==> src/rtl/fifo_sram_packed.sv <==
// Stream FIFO over a single-port SRAM: PACK words per row, staged write row, one-row read buffer
// with fetch bypass so a reader can drain one word per cycle.
module fifo_sram_packed #(
  parameter int unsigned WIDTH   = 45,
  parameter int unsigned DEPTH   = 16,
  parameter int unsigned PACK    = 2,
  parameter int unsigned SRAM_DW = 100,
  parameter int unsigned TH_W    = 8,
  localparam int unsigned LW     = $clog2(DEPTH * PACK) + 1,
  localparam int unsigned AW     = $clog2(DEPTH)
) (
  input  logic               axis_clk,
  input  logic               axi_reset_n,
  input  logic               w_vld,
  output logic               w_rdy,
  input  logic [WIDTH-1:0]   data_in,
  input  logic               r_rdy,
  output logic               r_vld,
  output logic [WIDTH-1:0]   data_out,
  input  logic [TH_W-1:0]    TH_reg,
  output logic [LW-1:0]      level,
  output logic               above_th,
  output logic               sram_we,
  output logic               sram_re,
  output logic [AW-1:0]      sram_addr,
  output logic [SRAM_DW-1:0] sram_din,
  input  logic [SRAM_DW-1:0] sram_dout
);

  localparam int unsigned CAP = DEPTH * PACK;
  localparam int unsigned IW  = $clog2(PACK);
  localparam int unsigned RW  = LW - IW;
  localparam int unsigned CW  = (LW > TH_W) ? LW : TH_W;

  logic [LW-1:0]      wptr_q, rptr_q;
  logic [WIDTH-1:0]   wbuf_q [PACK];
  logic [SRAM_DW-1:0] rbuf_q, din_q, row_w;
  logic [RW-1:0]      rbuf_row_q, pend_row_q;
  logic               rbuf_vld_q, pend_q;

  // Row ids keep the wrap bit so a row from the previous lap never aliases the current one.
  logic [RW-1:0] wrow, rrow, fetch_row;
  logic [IW-1:0] widx, ridx;
  logic          full, empty, wr_en, rd_en, commit, fetch_req;
  logic          src_stage, src_byp, src_rbuf;

  assign wrow  = wptr_q[LW-1:IW];
  assign rrow  = rptr_q[LW-1:IW];
  assign widx  = wptr_q[IW-1:0];
  assign ridx  = rptr_q[IW-1:0];
  assign level = wptr_q - rptr_q;
  assign full  = (level == LW'(CAP));
  assign empty = (level == '0);

  assign above_th = CW'(level) > CW'(TH_reg);

  assign w_rdy  = axi_reset_n & ~full;
  assign wr_en  = w_vld & w_rdy;
  assign commit = wr_en & (widx == IW'(PACK - 1));

  always_comb begin
    row_w = '0;
    for (int i = 0; i < PACK - 1; i++) begin
      row_w[i*WIDTH +: WIDTH] = wbuf_q[i];
    end
    row_w[(PACK-1)*WIDTH +: WIDTH] = data_in;
  end

  assign src_stage = ~empty & (rrow == wrow);
  assign src_byp   = pend_q & (pend_row_q == rrow);
  assign src_rbuf  = rbuf_vld_q & (rbuf_row_q == rrow);

  always_comb begin
    data_out = '0;
    if (src_stage) begin
      data_out = wbuf_q[ridx];
    end else if (src_byp) begin
      data_out = sram_dout[int'(ridx)*WIDTH +: WIDTH];
    end else if (src_rbuf) begin
      data_out = rbuf_q[int'(ridx)*WIDTH +: WIDTH];
    end
  end

  assign r_vld = axi_reset_n & ~empty & (src_stage | src_byp | src_rbuf);
  assign rd_en = r_vld & r_rdy;

  // Popping the last word of a row looks one row ahead so the next row arrives via bypass.
  assign fetch_row = (rd_en && (ridx == IW'(PACK - 1))) ? rrow + RW'(1) : rrow;
  assign fetch_req = (fetch_row != wrow)
                   & ~(rbuf_vld_q & (rbuf_row_q == fetch_row))
                   & ~(pend_q & (pend_row_q == fetch_row));

  assign sram_we   = commit;
  assign sram_re   = axi_reset_n & fetch_req & ~commit;
  assign sram_addr = commit  ? wrow[AW-1:0] :
                     sram_re ? fetch_row[AW-1:0] : rrow[AW-1:0];
  assign sram_din  = commit ? row_w : din_q;

  always_ff @(posedge axis_clk) begin
    if (!axi_reset_n) begin
      wptr_q     <= '0;
      rptr_q     <= '0;
      din_q      <= '0;
      rbuf_q     <= '0;
      rbuf_row_q <= '0;
      rbuf_vld_q <= 1'b0;
      pend_row_q <= '0;
      pend_q     <= 1'b0;
    end else begin
      if (wr_en) begin
        wbuf_q[widx] <= data_in;
        wptr_q       <= wptr_q + LW'(1);
      end
      if (rd_en) begin
        rptr_q <= rptr_q + LW'(1);
      end
      if (commit) begin
        din_q <= row_w;
      end
      pend_q <= sram_re;
      if (sram_re) begin
        pend_row_q <= fetch_row;
      end
      // Write-through wins: a returning fetch here can only be for a row the reader has left.
      if (commit && (rrow == wrow)) begin
        rbuf_q     <= row_w;
        rbuf_row_q <= wrow;
        rbuf_vld_q <= 1'b1;
      end else if (pend_q) begin
        rbuf_q     <= sram_dout;
        rbuf_row_q <= pend_row_q;
        rbuf_vld_q <= 1'b1;
      end
    end
  end

endmodule

==> config.mk <==
export PLATFORM = sky130hd
export DESIGN_NAME = fifo_sram_packed
export DESIGN_NICKNAME = d
export VERILOG_FILES = /design/src/rtl/fifo_sram_packed.sv
export SDC_FILE = /design/constraint.sdc
export NUM_CORES = 1
export LEC_CHECK = 0
export CAP_MARGIN = 20
export CORE_UTILIZATION = 43
export DETAILED_ROUTE_END_ITERATION = 8
export HOLD_SLACK_MARGIN = 0.03
export MAX_ROUTING_LAYER = met4
export PLACE_DENSITY = 0.67
export SLEW_MARGIN = 0
export SYNTH_ARGS = -nofsm -noshare
export SYNTH_HDL_FRONTEND = slang
export SYNTH_SLANG_ARGS = --single-unit
==> constraint.sdc <==
create_clock -name axis_clk -period 5.37 [get_ports axis_clk]
set_clock_uncertainty 0.1 [all_clocks]
set_input_delay 0.8055 -clock axis_clk [delete_from_list [all_inputs] [get_ports axis_clk]]
set_output_delay 0.8055 -clock axis_clk [all_outputs]
set_load 0.03 [all_outputs]
**Word-level counts from Yosys, hierarchy flattened**

Memories as Yosys holds them, arrays and structs flattened. A register that Yosys moved wholly into a read port is not among the register bits.
Index checks and enable logic that the tools add are counted.

- Register bits: 224
- RAM bits: 90
- Input port bits: 157
- Output and inout port bits: 160
- Logic and storage cells: 71
- Memories: 1

- Add/sub/neg operators: 4
- $mul: 1
- $lt $le $gt $ge: 1
- Equality and inequality tests: 7
- Shift-type cells: 2
- Muxes and demuxes: 18
- Bitwise logic cells: 23
- Reduce and logical (&&, ||, !) cells: 5

Memory list:

| memory | depth | width | read ports | clocked after Yosys merged registers in | write ports | RTL line | source |
|---|---|---|---|---|---|---|---|
| wbuf_q | 2 | 45 | 2 | 1 | 1 | 36 | `logic [WIDTH-1:0] wbuf_q [PACK];` |

Operators with widths:

| cell | count |
|---|---|
| 100-bit by 8-bit variable part select with 45-bit output | 2 |
| 90-bit 2-to-1 mux | 2 |
| 45-bit 2-to-1 mux | 3 |
| 100-bit 2-to-1 mux | 1 |
| 5-bit equality test | 5 |
| 1-bit bitwise AND | 15 |
| 5-bit 2-to-1 mux | 3 |
| 6-bit by 1-bit adder with 6-bit output, second input constant | 2 |
| 6-bit by 8-bit > comparator with 1-bit output | 1 |
| 4-bit 2-to-1 mux | 2 |
| 1-bit by 6-bit multiplier with 7-bit output, second input constant | 1 |
| 1-bit 2-to-1 mux | 7 |
| 6-bit equality test, second input constant | 1 |
| 6-bit logical NOT | 1 |
| 1-bit NOT | 6 |
| 6-bit subtractor | 1 |
| 5-bit by 1-bit adder with 5-bit output, second input constant | 1 |
| 5-bit inequality test | 1 |
| 1-bit logical AND | 2 |
| 1-bit OR | 2 |
| 2-bit nonzero test | 1 |
| 2-bit OR reduction | 1 |

**Longest topological paths before layout**

- Depth after elaboration: 19
- Gate-level depth with buffers: 21
- Mapped depth without buffers: 18

**Worst setup path after synthesis**

Ideal clock, no wire load.

- Kind: reg2out
- Start point: register rptr_q[1]
- End point: output port sram_addr[1]
- Arrival: 5817 ps
- Path slack: -1352 ps
- Stages on the path, launching flop included: 20
- Cell sequence: dfxtp_1 -> buf_2 -> inv_1 -> fa_1 -> a21o_1 -> a21oi_1 -> xnor2_1 -> nor3_1 -> a21oi_1 -> and2_1 -> clkbuf_1 -> ha_1 -> buf_2 -> nand4_1 -> xnor2_1 -> xnor2_1 -> o32ai_1 -> nor2_1 -> buf_2 -> o311ai_0

- Cells in the longest elaborated chain, start to end: 19
- Elaborated cells between the ends (all ways): 36
- Classes of those cells: add/sub (2); eq/ne (7); mux (3); bitwise (22); reduce/logical (2)

Ends and longest elaborated chain:

| item | RTL line | source |
|---|---|---|
| from (decl) | 35 | `logic [LW-1:0] wptr_q, rptr_q;` |
| from (signal assigned) | 115 | `rptr_q <= rptr_q + LW'(1);` |
| 6-bit subtractor (*) | 51 | `assign level = wptr_q - rptr_q;` |
| net level[4] | 21 | `output logic [LW-1:0] level,` |
| 6-bit logical NOT (*) | 53 | `assign empty = (level == '0);` |
| 1-bit NOT (*) | 69, 84 |  |
| 1-bit bitwise AND | 69 | `assign src_stage = ~empty & (rrow == wrow);` |
| 1-bit OR (2 in series) | 84 | `assign r_vld = axi_reset_n & ~empty & (src_stage \| src_byp \| src_rbuf);` |
| 1-bit bitwise AND (*) | 84 |  |
| net r_vld | 18 | `output logic r_vld,` |
| [3 not listed] | -- |  |
| 5-bit equality test | 90 | `& ~(rbuf_vld_q & (rbuf_row_q == fetch_row))` |
| 1-bit bitwise AND | 90 |  |
| 1-bit NOT | 90 |  |
| 1-bit bitwise AND | 90 |  |
| 1-bit bitwise AND | 91 | `& ~(pend_q & (pend_row_q == fetch_row));` |
| 1-bit bitwise AND (2 in series) | 94 | `assign sram_re = axi_reset_n & fetch_req & ~commit;` |
| 4-bit 2-to-1 mux (*) | 96 | `sram_re ? fetch_row[AW-1:0] : rrow[AW-1:0];` |
| 4-bit 2-to-1 mux (*) | 95 | `assign sram_addr = commit ? wrow[AW-1:0] :` |
| to (decl) | 25 | `output logic [AW-1:0] sram_addr,` |

The timed path passes the listed nets; every way through them passes the cells marked *.

**Worst setup path in the final report**

- Start point: register wptr_q[0]
- End point: output port sram_addr[3]

- Cells in the longest elaborated chain, start to end: 19
- Elaborated cells between the ends (all ways): 30
- Classes of those cells: add/sub (1); eq/ne (4); mux (3); bitwise (20); reduce/logical (2)

Ends and longest elaborated chain:

| item | RTL line | source |
|---|---|---|
| from (decl) | 35 |  |
| from (signal assigned) | 112 | `wptr_q <= wptr_q + LW'(1);` |
| 6-bit subtractor | 51 |  |
| 6-bit logical NOT | 53 |  |
| 1-bit NOT | 69, 84 |  |
| 1-bit bitwise AND | 69 |  |
| 1-bit OR (2 in series) | 84 |  |
| 1-bit bitwise AND | 84 |  |
| 1-bit bitwise AND | 85 | `assign rd_en = r_vld & r_rdy;` |
| 1-bit logical AND | 88 | `assign fetch_row = (rd_en && (ridx == IW'(PACK - 1))) ? rrow + RW'(1) : rrow;` |
| 5-bit 2-to-1 mux | 88 |  |
| 5-bit equality test | 90 |  |
| 1-bit bitwise AND | 90 |  |
| 1-bit NOT | 90 |  |
| 1-bit bitwise AND | 90 |  |
| 1-bit bitwise AND | 91 |  |
| 1-bit bitwise AND (2 in series) | 94 |  |
| 4-bit 2-to-1 mux | 96 |  |
| 4-bit 2-to-1 mux (*) | 95 |  |

Mark *: on every way between the ends. The rest lies on a longest branch, timed or not.

==> impl_results.md <==
* Status: finished clean
* Period Utilization, post-route at 0.9717
* Final slew viol count at 0
* Routed Antenna Nets at 0
* CTS Hold Bufs at 0
* Comb power frac at 0.430
* Syn_area_per_cell at 12.05 µm²
* Port bufs at 306
* Rel. slew slack at 0.3245
* Fillers at 2824
* Clk pwr share at 0.252
* Num CTS Buffers at 35
* Ratio of cells with drive above 1 in the final layout at 0.2198
* Synth warn at 0
* Synth-to-layout area growth at 31.97%
* Dominant cell type by area after synthesis: dfxtp_1
* Global-route wire length before repair at 65310 µm
* Startpoint class of the critical path: flip-flop
* Pre-CTS setup slack at 0.1460 ns
* Hold Vio Cnt, Final at 0
* Maximum VDD drop at 350.8 µV
* Synth Register Bits at 305
* Finished layout cell area at 19550 µm²
* 1st-iter DRT viols at 687
* Post-synthesis sequential area ratio at 0.4729
* Sw frac at 0.3770
* Setup TNS Final at 0 ns
* Post-synth EDFFs at 90
* Clk_lat worst skew at 0.50 ns
* Vias in the first global route at 11180
* R2r setup slk at 1.29 ns
* Die ar. at 35200 µm²
* NetSw at 3.390 mW
* Total gr overflow at 0
* Placed Area at 18250 µm²
* TritonCTS clock tree: built
* Setup Viol. Count Final at 0
* Clock Pin Slew Worst Setup and Hold Paths at 0.06 ns
* Detail-routed net length per standard cell at 21.07 µm
* Antenna violations before repair at 3
* P_int at 5.602 mW
* Synth top area share at 0.2905
* Vias at 10840
* Synth Cell Area at 14820 µm²
* Max-cap viol count at 0
* Clock sink count at 305
* Max clock buf depth at 3
* Via/cell ratio at 5.438
* Netlist cell types at 51
* GR peak layer: met2
* Largest net degree at the start of global routing at 97
* Top post-synthesis cells by count: 215 x dfxtp_1, 146 x mux2i_1, 107 x and2_1
* Required @ worst endpoint at 4.46 ns
* Share of synthesized registers carrying an async set or reset at 0
* Placeable Area at 33700 µm²
* Met2 Usage GRT at 0.3895
* Die Span Y at 187.6 µm
* Tot GR Track Use at 0.2429
* Flop pwr share at 0.317
* Final-stage net count at 1690
* Global routing usage on met1 at 0.3148
* Gp weighted congestion at 0.8638
* Top post-synthesis cells by area: dfxtp_1 29%, edfxtp_1 18%, mux2i_1 9.9%
* Crit path arrival time at 4.31 ns
* DRT Wirelength at 42000 µm
* Dominant synthesized flop cell: dfxtp_1
* Site row count at 67
* Leakage power at 7.137 nW
* Drt drc at 0
* Die width at 187.6 µm
* CP Class: flip-flop to primary output
* Mapped Cells at 1230
* Min Tclk post-route at 5.218 ns
* Starting Density at 0.4396
* Hold Worst Slack at 0.3806 ns
* Hold Path Class: flip-flop to flip-flop
* Final Worst Setup Slack at 0.1519 ns
* Num ports at 317
* H-tree levels at 2
* HPWL Detailed at 26380 µm
* Met3 usage at 0.05035
* Crit. End Element: primary output
* Tot Pwr at 8.992 mW
* Top achievable clock speed at 191.6 MHz
* Worst-Margin Slew at 1.013 ns
* Most frequent cell after synthesis: dfxtp_1
* Worst-path fanout max at 6
* DR pass1 iterations at 5
* PD cells at 459.9 nW/µm²
* Synthesized Nets at 1403
* Clock root buffer: clkbuf_16
## what timing repair did
item	in CTS	in global routing
buffers inserted	0	10
gates resized for setup	10	22
setup endpoints to repair	5	17
pin swaps	3	14
## metrics by stage
stage / cells / util
floorplan: 1230 / -
global placement: 1918 / 0.5414
detailed placement: 1918 / 0.5414
CTS: 1980 / 0.5751
global route: 1993 / 0.5802
finish: 1993 / 0.5802
## sequential cells by signal, summed over array words and instances, names as in the netlist, named ones only
signal      count
pend_q          1
wbuf_q         90
rbuf_row_q      5
rbuf_q         90
rptr_q          6
rbuf_vld_q      1
din_q         100
wptr_q          6
pend_row_q      5
## worst max-delay path, cell delays in order (launching register included)
cell,delay [ns]
dfxtp_4,0.36
inv_4,0.06
ha_4,0.13
inv_2,0.04
fa_2,0.37
xor2_2,0.16
or3_4,0.41
nor3_4,0.24
a21oi_4,0.08
and2_4,0.20
ha_4,0.20
mux2_4,0.33
xnor2_2,0.15
nand4_1,0.13
o31ai_2,0.28
buf_4,0.19
nor3_4,0.05
xnor2_2,0.13
o21ai_2,0.16
buf_6,0.15
## placed cells by master (no fill, tap or decap), types with 4 or more instances in the layout
master,n
nand2b_1,4
clkbuf_16,35
o21ai_0,4
mux4_2,45
and2_1,105
mux2i_1,146
xor2_1,11
edfxtp_1,90
xnor2_1,17
ha_1,13
and3_1,14
a21oi_1,11
nand4_1,9
buf_4,100
xnor2_2,5
buf_12,5
a311oi_1,4
nand2_1,16
o2bb2ai_1,45
clkbuf_8,7
dfxtp_1,211
dfxtp_4,4
a211oi_1,98
clkdlybuf4s50_1,246
inv_1,15
mux2_4,91
clkbuf_1,11
nor2_1,105
## cell type report
class / instances / area [µm²] / share of cell area
clock inverters: 9 / 72.57 / 0.003712
inverters: 20 / 85.08 / 0.004352
flip-flops and latches: 305 / 7022 / 0.3591
diodes: 3 / 7.507 / 0.0003840
well taps: 448 / 560.5 / 0.02867
repair buffers: 353 / 3329 / 0.1703
clock buffers: 53 / 1013 / 0.05184
multi-input cells: 802 / 7461 / 0.3816
## final timing paths
path / cells after the start / startpoint / end
worst max register to register: 19 / wptr_q[0]$_SDFFE_PN0P_ / pend_row_q[3]$_SDFFE_PN0N_
worst max-delay path: 19 / wptr_q[0]$_SDFFE_PN0P_ / sram_addr[3]
worst min register to register: 1 / din_q[98]$_SDFF_PN0_ / din_q[98]$_SDFF_PN0_
worst min-delay path: 1 / din_q[98]$_SDFF_PN0_ / din_q[98]$_SDFF_PN0_
## power groups by stage
stage               registers (mW)  clock network (mW)  logic, mW
detailed placement            2.90                   0       3.81
CTS                           2.85                2.32       3.86
finish                        2.85                2.27       3.87
global placement              2.89                   0       3.79
floorplan                     2.77                   0       2.52
global route                  2.88                2.41       4.13
## layer usage
layer	wire length (µm)	part of all wire
met3	2629	0.063
met4	684	0.016
met1	18680	0.44
met5	0	0
met2	20010	0.48
## cell families after synthesis
| group | after synthesis | synth area share |
|---|---|---|
| multiplexers | 282 | 0.2590 |
| AND/OR/NAND/NOR | 279 | 0.09627 |
| XOR/XNOR | 36 | 0.02179 |
| AO/OA/AOI/OAI | 189 | 0.09788 |
| buffers and inverters | 123 | 0.03809 |
| adder cells (fa/ha/maj) | 16 | 0.01402 |
| flip-flops | 305 | 0.4729 |
Note: power is estimated with default switching activity, not from simulation.
